===== src/rtl/fpga_ddr3_example_if0_dmaster_b2p_pkg.sv =====
// rtl/fpga_ddr3_example_if0_dmaster_b2p_pkg.sv - framing constants and decode states shared by the byte/packet converters
package fpga_ddr3_example_if0_dmaster_b2p_pkg;

    localparam logic [7:0] SOP_CHAR  = 8'h7A;
    localparam logic [7:0] EOP_CHAR  = 8'h7B;
    localparam logic [7:0] CHAN_CHAR = 8'h7C;
    localparam logic [7:0] ESC_CHAR  = 8'h7D;
    localparam logic [7:0] ESC_XOR   = 8'h20;

    typedef enum logic [1:0] {
        S_DATA     = 2'd0,
        S_ESC      = 2'd1,
        S_CHAN     = 2'd2,
        S_CHAN_ESC = 2'd3
    } b2p_state_e;

endpackage


===== src/rtl/fpga_ddr3_example_if0_dmaster_b2p.sv =====
// rtl/fpga_ddr3_example_if0_dmaster_b2p.sv - byte stream to packet stream decoder for the debug master receive path
module fpga_ddr3_example_if0_dmaster_b2p
    import fpga_ddr3_example_if0_dmaster_b2p_pkg::*;
#(
    parameter int CHANNEL_WIDTH = 8
) (
    input  logic                     clk,
    input  logic                     reset,
    output logic                     in_ready,
    input  logic                     in_valid,
    input  logic [7:0]               in_data,
    input  logic                     out_ready,
    output logic                     out_valid,
    output logic [7:0]               out_data,
    output logic                     out_startofpacket,
    output logic                     out_endofpacket,
    output logic [CHANNEL_WIDTH-1:0] out_channel
);

    b2p_state_e               state_q;
    b2p_state_e               state_next;
    logic                     sop_pend_q;
    logic                     eop_pend_q;
    logic [CHANNEL_WIDTH-1:0] channel_q;

    logic                     accept;
    logic                     emit;
    logic [7:0]               emit_data;
    logic                     set_sop;
    logic                     set_eop;
    logic                     load_chan;
    logic [7:0]               chan_byte;
    logic [CHANNEL_WIDTH-1:0] chan_val;

    assign in_ready = !out_valid || out_ready;
    assign accept   = in_valid && in_ready;

    generate
        if (CHANNEL_WIDTH > 8) begin : g_chan_wide
            assign chan_val = {{(CHANNEL_WIDTH-8){1'b0}}, chan_byte};
        end else if (CHANNEL_WIDTH == 8) begin : g_chan_exact
            assign chan_val = chan_byte;
        end else begin : g_chan_narrow
            assign chan_val = chan_byte[CHANNEL_WIDTH-1:0];
        end
    endgenerate

    // Decode state only advances on accepted bytes, so a stalled output freezes it.
    always_ff @(posedge clk) begin
        if (reset) begin
            state_q <= S_DATA;
        end else if (accept) begin
            state_q <= state_next;
        end
    end

    always_comb begin
        state_next = state_q;
        case (state_q)
            S_DATA: begin
                if (in_data == CHAN_CHAR) begin
                    state_next = S_CHAN;
                end else if (in_data == ESC_CHAR) begin
                    state_next = S_ESC;
                end
            end
            S_ESC:      state_next = S_DATA;
            S_CHAN:     state_next = (in_data == ESC_CHAR) ? S_CHAN_ESC : S_DATA;
            S_CHAN_ESC: state_next = S_DATA;
            default:    state_next = S_DATA;
        endcase
    end

    always_comb begin
        emit      = 1'b0;
        emit_data = in_data;
        set_sop   = 1'b0;
        set_eop   = 1'b0;
        load_chan = 1'b0;
        chan_byte = in_data;
        case (state_q)
            S_DATA: begin
                case (in_data)
                    SOP_CHAR:  set_sop = 1'b1;
                    EOP_CHAR:  set_eop = 1'b1;
                    CHAN_CHAR: ;
                    ESC_CHAR:  ;
                    default:   emit = 1'b1;
                endcase
            end
            // Escaped bytes are always payload, even if they decode to a framing code.
            S_ESC: begin
                emit      = 1'b1;
                emit_data = in_data ^ ESC_XOR;
            end
            S_CHAN: begin
                load_chan = (in_data != ESC_CHAR);
            end
            S_CHAN_ESC: begin
                load_chan = 1'b1;
                chan_byte = in_data ^ ESC_XOR;
            end
            default: ;
        endcase
    end

    always_ff @(posedge clk) begin
        if (reset) begin
            sop_pend_q <= 1'b0;
            eop_pend_q <= 1'b0;
            channel_q  <= '0;
        end else if (accept) begin
            if (emit) begin
                sop_pend_q <= 1'b0;
                eop_pend_q <= 1'b0;
            end else begin
                if (set_sop) sop_pend_q <= 1'b1;
                if (set_eop) eop_pend_q <= 1'b1;
            end
            if (load_chan) channel_q <= chan_val;
        end
    end

    // Single output register: reloads whenever it is empty or being drained.
    always_ff @(posedge clk) begin
        if (reset) begin
            out_valid         <= 1'b0;
            out_data          <= 8'h00;
            out_startofpacket <= 1'b0;
            out_endofpacket   <= 1'b0;
            out_channel       <= '0;
        end else if (in_ready) begin
            out_valid <= accept && emit;
            if (accept && emit) begin
                out_data          <= emit_data;
                out_startofpacket <= sop_pend_q;
                out_endofpacket   <= eop_pend_q;
                out_channel       <= channel_q;
            end
        end
    end

endmodule


===== config.mk =====
export PLATFORM = sky130hd
export DESIGN_NAME = fpga_ddr3_example_if0_dmaster_b2p
export DESIGN_NICKNAME = d
export VERILOG_FILES = /design/src/rtl/fpga_ddr3_example_if0_dmaster_b2p_pkg.sv /design/src/rtl/fpga_ddr3_example_if0_dmaster_b2p.sv
export SDC_FILE = /design/constraint.sdc
export NUM_CORES = 1
export LEC_CHECK = 0
export BUFFER_PORTS_ARGS = -buffer_cell sky130_fd_sc_hd__clkbuf_2
export CAP_MARGIN = 10
export CELL_PAD_IN_SITES_DETAIL_PLACEMENT = 0
export CELL_PAD_IN_SITES_GLOBAL_PLACEMENT = 1
export CORE_ASPECT_RATIO = 1.75
export CORE_UTILIZATION = 36
export CTS_CLUSTER_SIZE = 12
export DETAILED_ROUTE_END_ITERATION = 6
export HOLD_SLACK_MARGIN = 0.1
export PLACE_DENSITY = 0.77
export SLEW_MARGIN = 25
export SYNTH_ARGS = -nofsm -noshare
export SYNTH_HDL_FRONTEND = slang
export SYNTH_SLANG_ARGS = --single-unit
export TNS_END_PERCENT = 100

===== constraint.sdc =====
create_clock -name clk -period 1.35 [get_ports clk]
set_input_delay 0.0675 -clock clk [delete_from_list [all_inputs] [get_ports clk]]
set_output_delay 0.0675 -clock clk [all_outputs]
set_load 0.005 [all_outputs]

==> flow_metrics.tcl <==
set metrics [dict create \
    clockRootBuffer "clkbuf_8" \
    p_per_area_nw_per_um2 1170 \
    crit_family "simple AND/OR/NAND/NOR gates" \
    synth_cell_types 38 \
    ff2ff_path_depth 4 \
    min_to "out_data[5]$_SDFFE_PP0P_" \
    maxSlewHeadroom 0.703 \
    vdd_drop_max_uv 1060 \
    ys_top_cells_by_count "dfxtp_1, nand2_1, nor3_1, mux2i_1" \
    fin_skew_ns 0.00726 \
    diodes 0 \
    synth_edf_count 0 \
    post_cts_buffers 0 \
    placementRows 29 \
    grt_first_pass_wirelength_mm 4.99 \
    synth.largest_area_cell "dfxtp_1" \
    use_met3 0.0364 \
    die_area_sq_um 4070 \
    hold_viol 0 \
    cap_violations 0 \
    r2r_start "state_q[0]$_SDFFE_PP0P_" \
    reg2reg_slack_ns 0.03 \
    holdCritPathClass "in -> reg" \
    worst-path-stages 4 \
    crit_required_ns 1.56 \
    grt_pass1_vias 1082 \
    fin_hold_ws_ns 0.129 \
    synth_area_per_cell_sq_um 9.87 \
    hold_path_depth 3 \
    cts_made_buffers 5 \
    clk_pin_slew_ns 0.07 \
    cts_buffer_depth 2 \
    ant_nets 0 \
    io_pins 32 \
    gr-total-overflow 0 \
    use_met2 0.277 \
    worstSetupEndpointType "flop" \
    numClockSinks 31 \
    place_hpwl_mm 2.22 \
    top_usage_layer "met2" \
    worstMarginPinSlew_ns 0.444 \
    synth_xor_area_frac 0.0191 \
    cts.htree.levels 2 \
    r2r_end "channel_q[4]$_SDFFE_PP0P_" \
    max_stage_delay_ns 0.33 \
    path_cells "and4bb_4, and4_4, or2_4, mux2i_1" \
    crit_fanout 5 \
    first_iter_violations 32 \
    clkLatencyLatePin_ns 0.28 \
    avgRoutedWirePerCell_um 13.9 \
    period_share 0.976 \
    antenna_found_initial 0 \
    start_util 0.378 \
    synth_cells 139 \
    synthMostInstantiatedCell "dfxtp_1" \
    routabilityCongestion 0.840 \
    ys_seq_elements 31 \
    drc 0 \
    synthArstFlopShare 0 \
    grt_max_degree 29 \
    wl_mm 3.21 \
    die_h_um 83.7 \
    max_freq_mhz 759 \
    area_delta_synth_final_pct 30.2 \
    ys.flop_type "dfxtp_1" \
    crit_path_start_kind "flop" \
    cp.arrival_ns 1.53 \
    grtUsageTotal 0.161 \
    status "complete, no violations" \
    n_fill_cell 347 \
    crit_path_top_delay_cell "and4bb_4" \
    use_met1 0.176 \
    synthSimpleGateAreaFrac 0.241 \
    min_from "in_data[5]" \
    path_buf_inv 0 \
    synth_nets 151 \
    route.vias.total 1198 \
    crit_type "reg -> reg" \
    min_period_ns 1.32 \
    finalSetupTns_ns 0 \
    synthesis.area_sq_um 1370 \
    vias_per_cell 5.19 \
    die_w_um 48.7 \
    synth-warning-count 0 \
    yosys-top-cells-area "dfxtp_1, mux2i_1, nor3_1, a31o_1, a31o_2" \
    synth_compound_area_frac 0.160 \
    nNetsFinal 196 \
    p_leak_nw 0.737 \
    synth_top_family_by_area "simple AND/OR/NAND/NOR gates" \
    drt_pass1_iterations 4 \
    synthAdderAreaFrac 0 \
    grt_setup_unrepaired "true" \
    ys_seq_area_frac 0.452 \
    slew_violations 0 \
    cts_tree "yes" \
    synth.top_cell.area_share 0.452 \
    place.port_buffers 31 \
    drive_above_1_share 0.395 \
    fp.coreArea_sq_um 3630 \
    finalSetupViolations 0 \
    muxShareOfSynthArea 0.0583 \
]
==> layer usage <==
metal | share of wire | vias up
met5 | 0 | -
met4 | 0.032 | 0
met3 | 0.052 | 10
met2 | 0.53 | 34
met1 | 0.38 | 565
li1 | - | 589
==> layout make-up <==
class	count	area, sq um	share of cell area
tap	46	57.6	0.0322
timing repair buffer	45	294	0.165
sequential	31	621	0.347
inverter	3	11.3	0.00630
clock inverter	2	35.0	0.0196
clock buffer	6	82.6	0.0462
multi-input combinational	98	686	0.384
==> power breakdown <==
part	switching, mW	leakage (nW)	internal (mW)
clock	0.344	0.0612	0.596
sequential	0.00911	0.251	0.933
combinational	0.112	0.424	0.0896
total	0.465	0.737	1.62
==> cell families after synthesis <==
logic type | Yosys count
AND/OR/NAND/NOR | 57
flip-flops | 31
AO/OA/AOI/OAI | 28
buffers and inverters | 12
multiplexers | 8
XOR/XNOR | 3
==> worst max-delay path by stage <==
stage / end / from / slack (ns)
after floorplan: out_channel[3]$_SDFFE_PP0P_ / state_q[0]$_SDFFE_PP0P_ / 0.02
after global placement: out_channel[0]$_SDFFE_PP0P_ / state_q[0]$_SDFFE_PP0P_ / 0.05
after detailed placement: out_startofpacket$_SDFFE_PP0P_ / state_q[0]$_SDFFE_PP0P_ / -0.005
after CTS: out_data[4]$_SDFFE_PP0P_ / state_q[0]$_SDFFE_PP0P_ / 0.008
after global routing: channel_q[4]$_SDFFE_PP0P_ / state_q[0]$_SDFFE_PP0P_ / -0.01
final: channel_q[4]$_SDFFE_PP0P_ / state_q[0]$_SDFFE_PP0P_ / 0.03
==> what timing repair did <==
action | in CTS | in global routing
hold buffers | 7 | 0
gates cloned | 1 | 1
gates resized for setup | 0 | 5
hold endpoints to repair | 7 | 0
endpoints found under the setup margin | 3 | 20
pin swaps | 0 | 1
==> state kept, by name, summed over array words and instances (netlist names) <==
name,cells
channel_q,8
eop_pend_q,1
out_channel,8
out_data,8
out_endofpacket,1
out_startofpacket,1
out_valid,1
sop_pend_q,1
state_q,2
==> tightest hold or removal path: stages <==
cell and delay [ns]:
clkbuf_2 0.12, xnor2_1 0.12, a211oi_1 0.06
==> through the flow <==
| stage | power, mW | cell area [sq um] | worst slack, ns | utilization | instances |
|---|---|---|---|---|---|
| floorplan | 1.07 | 1370 | 0.0189 | - | 139 |
| global route | 2.16 | 1790 | -0.0136 | 0.492 | 231 |
| CTS | 2.09 | 1760 | 0.00771 | 0.486 | 230 |
| global placement | 1.13 | 1570 | 0.0523 | 0.432 | 214 |
| finish | 2.08 | 1790 | 0.0318 | 0.492 | 231 |
| detailed placement | 1.14 | 1570 | -0.00527 | 0.432 | 214 |
==> placed cells by master, fill, tap and decap left out, drive strengths merged, types with 2 or more instances in the layout <==
| cell type | n |
|---|---|
| nor3 | 15 |
| dfxtp | 31 |
| clkbuf | 37 |
| a211oi | 3 |
| o21ai | 4 |
| buf | 7 |
| nor2b | 3 |
| and2 | 3 |
| a21oi | 6 |
| inv | 3 |
| a31o | 14 |
| mux2i | 8 |
| xnor2 | 2 |
| nand2 | 18 |
| and3 | 2 |
| nor2 | 5 |
| nand3 | 5 |
| dlygate4sd3 | 7 |
(Power assumes the default switching activity.)
